<file path="config.mk">
export PLATFORM = sky130hd
export DESIGN_NAME = team_06_i2s_playback_engine
export DESIGN_NICKNAME = d
export VERILOG_FILES = /design/src/rtl/team_06_audio_pkg.sv /design/src/rtl/team_06_sample_fifo.sv /design/src/rtl/team_06_i2s_playback_engine.sv
export SDC_FILE = /design/constraint.sdc
export NUM_CORES = 1
export LEC_CHECK = 0
export ABC_AREA = 1
export BUFFER_PORTS_ARGS = -buffer_cell sky130_fd_sc_hd__buf_2
export CAP_MARGIN = 5
export CELL_PAD_IN_SITES_DETAIL_PLACEMENT = 1
export CELL_PAD_IN_SITES_GLOBAL_PLACEMENT = 1
export CORE_ASPECT_RATIO = 1.2
export CORE_UTILIZATION = 44
export CTS_CLUSTER_DIAMETER = 100
export DETAILED_ROUTE_END_ITERATION = 12
export PLACE_DENSITY = 0.86
export SETUP_SLACK_MARGIN = 0.1
export SLEW_MARGIN = 10
export SYNTH_ARGS = -nofsm -noshare
export SYNTH_HDL_FRONTEND = slang
export SYNTH_SLANG_ARGS = --single-unit
export TNS_END_PERCENT = 30
</file>
<file path="constraint.sdc">
create_clock -name clk -period 2.51 [get_ports clk]
set_input_delay 0.251 -clock clk [delete_from_list [all_inputs] [get_ports clk]]
set_output_delay 0.251 -clock clk [all_outputs]
set_load 0.01 [all_outputs]
</file>
<file path="src/rtl/team_06_audio_pkg.sv">
// Shared definitions for the speaker-path playback block.
//   i2s_slots()   : bit-clock slots in one stereo I2S frame for a given sample width
//   level_width() : width of an occupancy counter able to hold 0..depth
//   under_mode_e  : what is sent when the sample FIFO runs dry
package team_06_audio_pkg;

    typedef enum logic {
        UNDER_ZERO   = 1'b0,
        UNDER_REPEAT = 1'b1
    } under_mode_e;

    function automatic int i2s_slots(input int data_w);
        return 2 * data_w;
    endfunction

    function automatic int level_width(input int depth);
        return $clog2(depth + 1);
    endfunction

endpackage

</file>
<file path="src/rtl/team_06_sample_fifo.sv">
// Sample FIFO between the SPI receiver and the I2S serialiser.
// Up to two entries can be popped in one cycle (stereo frame load).
//   clk, rst      : clock, synchronous active-high reset
//   flush         : empties the FIFO on the next edge, ignores that cycle's push
//   push, wr_data : write strobe and sample
//   pop_req       : number of entries wanted this cycle (0..2)
//   pop_cnt       : number actually granted (limited by occupancy, no bypass)
//   rd_data0/1    : head entry and the one behind it
//   full, empty   : occupancy status
//   level         : exact occupancy, registered
module team_06_sample_fifo
    import team_06_audio_pkg::*;
#(
    parameter int DATA_W = 8,
    parameter int DEPTH  = 16,
    localparam int LVL_W = level_width(DEPTH)
) (
    input  logic              clk,
    input  logic              rst,
    input  logic              flush,
    input  logic              push,
    input  logic [DATA_W-1:0] wr_data,
    input  logic [1:0]        pop_req,
    output logic [1:0]        pop_cnt,
    output logic [DATA_W-1:0] rd_data0,
    output logic [DATA_W-1:0] rd_data1,
    output logic              full,
    output logic              empty,
    output logic [LVL_W-1:0]  level
);
    localparam int AW = $clog2(DEPTH);

    logic [DATA_W-1:0] mem [DEPTH];
    logic [AW-1:0]     wr_ptr;
    logic [AW-1:0]     rd_ptr;
    logic              push_ok;

    assign full     = (level == LVL_W'(DEPTH));
    assign empty    = (level == '0);
    assign rd_data0 = mem[rd_ptr];
    assign rd_data1 = mem[rd_ptr + AW'(1)];

    // A push into a full FIFO still succeeds when an entry leaves in the same cycle.
    always_comb begin
        pop_cnt = 2'd0;
        if (pop_req != 2'd0 && !empty) begin
            pop_cnt = (pop_req == 2'd2 && level >= LVL_W'(2)) ? 2'd2 : 2'd1;
        end
        push_ok = push && (!full || pop_cnt != 2'd0);
    end

    always_ff @(posedge clk) begin
        if (push_ok && !flush && !rst) begin
            mem[wr_ptr] <= wr_data;
        end
    end

    always_ff @(posedge clk) begin
        if (rst || flush) begin
            wr_ptr <= '0;
            rd_ptr <= '0;
            level  <= '0;
        end else begin
            if (push_ok) begin
                wr_ptr <= wr_ptr + AW'(1);
            end
            rd_ptr <= rd_ptr + AW'(pop_cnt);
            level  <= level + LVL_W'(push_ok) - LVL_W'(pop_cnt);
        end
    end

endmodule

</file>
<file path="src/rtl/team_06_i2s_playback_engine.sv">
// Speaker-path playback: FIFO-buffered samples, mute/attenuation, I2S serialiser
// driven from an internally divided bit clock.
//   clk, rst                 : clock, synchronous active-high reset
//   en                       : playback enable (low = standby, FIFO flushed)
//   sample_in, sample_valid  : samples from the SPI receiver
//   atten, mute              : arithmetic right-shift amount, force silence
//   i2sclk, word_select,
//   serial_out               : I2S bus to the DAC (data changes on i2sclk fall)
//   level                    : FIFO occupancy
//   overflow, underflow      : sticky error flags, cleared by clr_flags
module team_06_i2s_playback_engine
    import team_06_audio_pkg::*;
#(
    parameter int DATA_W     = 8,
    parameter int DEPTH      = 16,
    parameter int CLK_DIV    = 7,
    parameter int STEREO     = 0,
    parameter int UNDER_HOLD = 1,
    localparam int LVL_W     = level_width(DEPTH)
) (
    input  logic              clk,
    input  logic              rst,
    input  logic              en,
    input  logic [DATA_W-1:0] sample_in,
    input  logic              sample_valid,
    input  logic [3:0]        atten,
    input  logic              mute,
    output logic              i2sclk,
    output logic              word_select,
    output logic              serial_out,
    output logic [LVL_W-1:0]  level,
    output logic              overflow,
    output logic              underflow,
    input  logic              clr_flags
);
    localparam int SLOTS = i2s_slots(DATA_W);
    localparam int KW    = $clog2(SLOTS);
    localparam int DW    = $clog2(CLK_DIV);
    localparam under_mode_e UNDER_MODE = (UNDER_HOLD != 0) ? UNDER_REPEAT : UNDER_ZERO;

    logic [DW-1:0]     div_cnt;
    logic [KW-1:0]     slot;
    logic [SLOTS-1:0]  shreg;
    logic [DATA_W-1:0] last_sample;
    logic [DATA_W-1:0] d0, d1, hold_val, l_raw, r_raw;
    logic [1:0]        pop_req, pop_cnt;
    logic              half_done, fall, load, push, full, empty;
    logic              ovf_evt, udf_evt;

    function automatic logic [DATA_W-1:0] scale(input logic [DATA_W-1:0] s,
                                                input logic [3:0] sh, input logic m);
        if (m || int'(sh) >= DATA_W) return '0;
        return $signed(s) >>> sh;
    endfunction

    assign half_done = (div_cnt == DW'(CLK_DIV - 1));
    assign fall      = en && half_done && i2sclk;
    assign load      = fall && (slot == '0);
    assign pop_req   = !load ? 2'd0 : (STEREO != 0) ? 2'd2 : 2'd1;
    assign push      = en && sample_valid;

    team_06_sample_fifo #(
        .DATA_W (DATA_W),
        .DEPTH  (DEPTH)
    ) u_fifo (
        .clk      (clk),
        .rst      (rst),
        .flush    (!en),
        .push     (push),
        .wr_data  (sample_in),
        .pop_req  (pop_req),
        .pop_cnt  (pop_cnt),
        .rd_data0 (d0),
        .rd_data1 (d1),
        .full     (full),
        .empty    (empty),
        .level    (level)
    );

    // Raw (unscaled) samples for the frame; the held sample is stored raw so a
    // repeat is attenuated once, with the current setting.
    always_comb begin
        hold_val = (UNDER_MODE == UNDER_REPEAT) ? last_sample : '0;
        l_raw    = (pop_cnt != 2'd0) ? d0 : hold_val;
        r_raw    = l_raw;
        if (STEREO != 0) begin
            if (pop_cnt == 2'd2)      r_raw = d1;
            else if (pop_cnt == 2'd1) r_raw = (UNDER_MODE == UNDER_REPEAT) ? d0 : '0;
            else                      r_raw = hold_val;
        end
    end

    assign ovf_evt = push && full && (pop_cnt == 2'd0);
    assign udf_evt = load && (empty || (STEREO != 0 && pop_cnt != 2'd2));

    // Each falling edge emits the shifter MSB and starts a slot. At slot 0 the
    // MSB is still the previous right LSB, so the new frame is loaded behind it
    // and its left MSB lands in slot 1, one slot after WS drops. WS is driven a
    // slot ahead of the data word it names.
    always_ff @(posedge clk) begin
        if (rst || !en) begin
            div_cnt     <= '0;
            i2sclk      <= 1'b0;
            word_select <= 1'b0;
            serial_out  <= 1'b0;
            slot        <= '0;
            shreg       <= '0;
        end else begin
            if (half_done) begin
                div_cnt <= '0;
                i2sclk  <= ~i2sclk;
            end else begin
                div_cnt <= div_cnt + DW'(1);
            end
            if (fall) begin
                slot        <= (slot == KW'(SLOTS - 1)) ? '0 : slot + KW'(1);
                word_select <= (slot >= KW'(DATA_W));
                serial_out  <= shreg[SLOTS-1];
                shreg       <= load ? {scale(l_raw, atten, mute), scale(r_raw, atten, mute)}
                                    : {shreg[SLOTS-2:0], 1'b0};
            end
        end
    end

    always_ff @(posedge clk) begin
        if (rst) begin
            last_sample <= '0;
        end else if (load) begin
            last_sample <= r_raw;
        end
    end

    always_ff @(posedge clk) begin
        if (rst || clr_flags) begin
            overflow  <= 1'b0;
            underflow <= 1'b0;
        end else begin
            if (ovf_evt) overflow  <= 1'b1;
            if (udf_evt) underflow <= 1'b1;
        end
    end

endmodule

</file>
; Word-level counts from Yosys, hierarchy flattened
; Memories as Yosys holds them, arrays and structs flattened. A register that Yosys moved wholly into a read port is not among the register bits.
; Index checks and enable logic that the tools add are counted.
[word_totals]
ff_bits = 49
mem_bits_rw = 128
input_bits = 18
out_inout_bits = 10
elab_cells = 68
mem_count = 1
[classes]
n_addsub = 6
magnitude_cmp = 3
n_eq_ne = 4
shift = 1
mux = 14
n_bitwise = 1
reduce_logical = 26
[memory_table]
columns = memory, words, width, rd, rd_ports_with_merged_regs, write_ports, line_no
row1 = u_fifo.mem, 16, 8, 1, 1, 1, team_06_sample_fifo.sv:33  ; logic [DATA_W-1:0] mem [DEPTH];
[op_table]
columns = cell, count
row1 = $mux W8, 3
row2 = $mux W16, 1
row3 = $logic_and A1 B1 Y1, 12
row4 = $add A4 B1 Y4 const B, 2
row5 = $ge A4 B4 Y1 const B, 2
row6 = $mux W4, 2
row7 = $sshr A8 B4 Y8, 1
row8 = $mux W1, 6
row9 = $add A5 B1 Y5, 1
row10 = $eq A5 B5 Y1 const B, 1
row11 = $ge A5 B2 Y1 const B, 1
row12 = $logic_not A5 Y1, 1
row13 = $sub A5 B2 Y5, 1
row14 = $add A4 B2 Y4, 1
row15 = $eq A4 B4 Y1 const B, 1
row16 = $logic_not A1 Y1, 4
row17 = $logic_not A4 Y1, 1
row18 = $logic_or A1 B1 Y1, 4
row19 = $mux W2, 2
row20 = $reduce_bool A2 Y1, 2
row21 = $add A3 B1 Y3 const B, 1
row22 = $eq A3 B3 Y1 const B, 1
row23 = $eq A1 B2 Y1 const B, 1
row24 = $logic_not A2 Y1, 1
row25 = other kinds (2), 2

; Depth between registers and ports, before layout
[logic_depth]
ltp_word = 16
ltp_mapped = 18
mapped_depth_nobuf = 17

; Hierarchy
; A second synthesis with hierarchy kept.
[hier_totals]
hier_cells = 1201
hier_area_um2 = 9648.0
[by_module_without_submodules]
columns = module, instances, cells_each, area_each_um2, seq_area_each_um2
row1 = team_06_sample_fifo, 1, 918, 7763.7, 4103.9
row2 = team_06_i2s_playback_engine, 1, 283, 1884.3, 720.7

; Worst setup path after synthesis
; Ideal clock, no wire load.
[synth_path]
path_type = reg-to-reg
startpoint = register u_fifo.level[3]
endpoint = register u_fifo.level[4]
setup_ns = 0.070
arrival_ns = 2.458
t_required_ns = 2.440
slack_ns = -0.017
stages_incl_launch_ff = 16
path_buffers = 1
period_less_slack_ns = 2.527
path_cell_list = dfxtp_1 inv_1 ha_1 nand3_1 nor2_1 nor2_8 buf_12 ha_1 inv_1 ha_1 fa_1 nand2_1 a21oi_1 nor2_1 o21ai_0 a21oi_1
[synth_via]
elab_chain_len = 9
word_cells_on_any_way = 14
cone_classes = add/sub: 2 / order compare: 1 / eq/ne: 1 / mux: 2 / reduce/logical: 8
[synth_rtl]
columns = element, line_no
row1 = start: declaration, team_06_sample_fifo.sv:29  ; output logic [LVL_W-1:0] level
row2 = start signal: assignment, team_06_sample_fifo.sv:68  ; level <= level + LVL_W'(push_ok) - LVL_W'(pop_cnt);
row3 = $ge A5 B2 Y1 / $logic_not A5 Y1 (equally long branches), "team_06_sample_fifo.sv:47, team_06_sample_fifo.sv:39"
row4 = $logic_and A1 B1 Y1 / $logic_not A1 Y1 (equally long branches), "team_06_sample_fifo.sv:47, team_06_sample_fifo.sv:46"
row5 = $mux W2 / $logic_and A1 B1 Y1 (equally long branches), "team_06_sample_fifo.sv:47, team_06_sample_fifo.sv:46"
row6 = $mux W2, team_06_sample_fifo.sv:46  ; if (pop_req != 2'd0 && !empty) begin
row7 = $reduce_bool A2 Y1, team_06_sample_fifo.sv:49  ; push_ok = push && (!full || pop_cnt != 2'd0);
row8 = $logic_or A1 B1 Y1, team_06_sample_fifo.sv:49
row9 = $logic_and A1 B1 Y1, team_06_sample_fifo.sv:49
row10 = $add A5 B1 Y5, team_06_sample_fifo.sv:68
row11 = $sub A5 B2 Y5 (*), team_06_sample_fifo.sv:68
; Every way passes the cells marked *; elsewhere a longest branch is shown, timed or not.
; A chain may end at the register's enable or synchronous reset.

; Final worst setup path
[layout_path]
startpoint = register u_fifo.level[2]
endpoint = register u_fifo.level[4]
; The elaborated chain is that of the path after synthesis.

==> key figures <==
Critical path
  • Crit path DAT: 2.71 ns
  • CP Launch Type: flip-flop
  • Data required time of the critical path: around 2.9 ns
  • Setup crit end: u_fifo.level[4]$_SDFF_PP0_
  • Crit path cell chain: inv_1 > ha_1 > nand3_2 > nor2_4 > nor2_8 > ha_1 > inv_1 > ha_2 > fa_2 > nand2_1 > a21oi_1 > nor2_1 > o21ai_0 > a21oi_1
  • CP Depth: 14
  • CP bufs+invs: 2
  • Setup CP Type: reg -> reg
  • Slowest-stage cell, CP: fa_2
  • Reg2reg setup slack: 0.17 ns
  • R2R cell count: 14
  • Setup crit start: u_fifo.level[2]$_SDFF_PP0_
  • Critical path's top delay family: adder cells
  • Slowest stage delay, CP: 0.34 ns
  • Crit Path Max Fanout: 3
  • CP Capture Type: flip-flop
  • RR Endpoint: u_fifo.level[4]$_SDFF_PP0_
  • Critical R2R Launch: u_fifo.level[2]$_SDFF_PP0_

Floorplanning
  • Die Wd: around 120 um
  • Site Rows: 53
  • Die Span Y: ~150 um
  • Initial Util: 0.448
  • Core area: between 15000 and 20000 um2
  • Num ports: 28
  • Die area: about 18000 um2

Clock tree
  • CTS tree: done
  • Clock sinks: between 150 and 200
  • Clock-pin slew on the worst setup and hold paths: around 0.070 ns
  • Root Buffer: clkbuf_16
  • # hold bufs at CTS: 0
  • Clk buf depth: 2
  • H-Tree Depth: 4
  • CTS Buf Count: 17
  • Clock latency on the worst-skew pair: between 0.4 and 0.5 ns

Logic synthesis
  • Avg Cell Area, Syn: approximately 9.8 um2
  • Mapped Nets: 832
  • Seq/Total Area, Yosys: 0.615
  • Yosys warnings: 0
  • Gate Count Post-Synth: 797
  • Post-synth EDFFs: 128
  • Number of synthesized register bits: ~180
  • Post-synthesis cell type count: 36
  • Async set-or-reset flop fraction in the synthesized netlist: 0
  • Netlist Area Pre-Place: roughly 7800 um2
  • Main synth FF type: edfxtp_1

Timing
  • Fin. Hold Viols: 0
  • Max Clk Rate: roughly 0.43 GHz
  • Worst slew pin tran: between 0.7 and 0.8 ns
  • Tcrit/Tclk final: 0.931
  • Slew Viols, Final: 0
  • WHS: ~0.070 ns
  • RSZ-0062 raised after global routing: yes
  • Setup TNS: 0 ns
  • Final min period: 2.34 ns
  • Rel. slew slack: 0.526
  • Skew final: around 0.0094 ns
  • Setup violators final: 0

Detailed routing
  • Vias per inst: between 5 and 6
  • Post-Route WL: between 20000 and 25000 um
  • DRC Markers: 0
  • DR pass1 iterations: 5
  • Number of DRC markers in iteration 0: 391
  • Total number of vias: between 5000 and 6000
  • DR WL/cell: roughly 19 um
  • ANT nets after route: 0

Power and ir drop
  • Peak VDD IR: around 0.00046 V
  • Pwr dens: between 600 and 700 nW/um2
  • Leakage: between 3 and 4 nW
  • Final Power: 5.85 mW

GRT
  • GRT Resource Usage Total: 0.239
  • Initial antenna violation count: 0
  • Largest net degree at the start of global routing: 39
  • First-pass GRT wire length: about 32000 um
  • Total global routing overflow: 0
  • Vias in the first global route: about 6300

Finish
  • Area grow syn2layout: 14.7%
  • Diodes inserted: 0
  • Post-Layout Cell Count: approximately 1100
  • Commonest non-fill, non-tap cells in the layout: 220 x nand2_1, 134 x nand3_1, 128 x edfxtp_1, 62 x inv_1, 46 x dfxtp_1
  • # nets final: about 900
  • Most common cell after layout, fill and taps aside: nand2_1
  • Share of cells above drive strength 1: 0.155
  • Design area: 8990 um2
  • Fillers: roughly 2000

Job
  • Max-cap violations: 0

Placed design
  • Cells after DPL: between 1000 and 1500
  • Final HPWL DP: between 10000 and 15000 um
  • PortBufs: 27
  • Dpl cell area: 8380 um2
  • GP Congestion: 0.848

Hold path
  • HP Class: in -> reg

Status
  • Outcome: finished, final reports clean
-- where the power goes --
| group | total [mW] | switching, mW | internal [mW] |
|---|---|---|---|
| Clock | 2.57 | 1.09 | 1.47 |
| Combinational | 0.146 | 0.107 | 0.0388 |
| Sequential | 3.14 | 0.00463 | 3.14 |
| Total | 5.85 | 1.21 | 4.65 |
-- flip-flops by register name, summed over array words and instances, names as in the netlist --
signal / flops
u_fifo.mem: 128
shreg: 16
hold_val: 8
u_fifo.level: 5
slot: 4
u_fifo.rd_ptr: 4
u_fifo.wr_ptr: 4
div_cnt: 3
i2sclk: 1
overflow: 1
serial_out: 1
underflow: 1
word_select: 1
-- worst reg2reg max path, delay by kind of cell, from the launching register on --
kind	cells	cell delay, ns
AND/OR/NAND/NOR	5	0.59
buffers and inverters	2	0.12
adder cells (fa/ha/maj)	4	0.97
AO/OA/AOI/OAI	3	0.29
flip-flops	1	0.32
-- synth_stat cells (5+ instances only) --
library cell,count,share of area
nand3_1,135,0.086
nand2_1,221,0.11
clkbuf_1,19,0.0091
ha_1,16,0.026
a21oi_1,36,0.023
buf_2,12,0.0077
nor2_1,45,0.022
inv_1,63,0.030
dfxtp_1,49,0.13
or2_2,6,0.0048
o21ai_0,20,0.013
edfxtp_1,128,0.49
nand3_4,5,0.011
-- how the worst min path moves through the flow --
stage / startpoint / end / slack [ns] / cells past startpoint
finish: clr_flags / overflow$_SDFFE_PP0P_ / 0.07 / 3
global route: clr_flags / overflow$_SDFFE_PP0P_ / 0.06 / 3
floorplan: sample_in[0] / u_fifo.mem[0][0]$_DFFE_PP_ / 0.35 / 0
global placement: overflow$_SDFFE_PP0P_ / overflow$_SDFFE_PP0P_ / 0.43 / 2
CTS: clr_flags / overflow$_SDFFE_PP0P_ / 0.06 / 3
detailed placement: overflow$_SDFFE_PP0P_ / overflow$_SDFFE_PP0P_ / 0.45 / 2
-- per-layer routing --
layer | share of wire | global-route usage
met5 | 0 | 0
met4 | 0.027 | 0.0922
met3 | 0.036 | 0.0464
met2 | 0.54 | 0.433
met1 | 0.40 | 0.272
-- repair_timing --
item	4_1_cts	5_1_grt
setup buffers	2	0
setup endpoints to repair	1	33
pin swaps	2	3
resized for setup	4	6
-- cell families after synthesis --
family	Yosys count	synth area share
compound gates	62	0.0423
xor+xnor	5	0.00559
fa+ha+maj	17	0.0281
buf+inv	102	0.0541
flops	177	0.615
simple gates	434	0.254
-- final cells by class --
class | count | area, um2 | area share
clock buffers | 24 | 492 | 0.0547
clock inverters | 8 | 78.8 | 0.00877
inverters | 66 | 250 | 0.0278
multi-input cells | 518 | 2620 | 0.291
flip-flops and latches | 177 | 4830 | 0.537
well taps | 220 | 275 | 0.0306
repair buffers | 67 | 452 | 0.0502
-- through the flow --
stage                      util  setup slack (ns)
after floorplan               -            0.0755
after global routing      0.514            0.0316
after global placement    0.479             0.126
after detailed placement  0.479            0.0478
final                     0.514             0.173
after CTS                 0.513             0.100
Power figures use the tool's default switching activity.
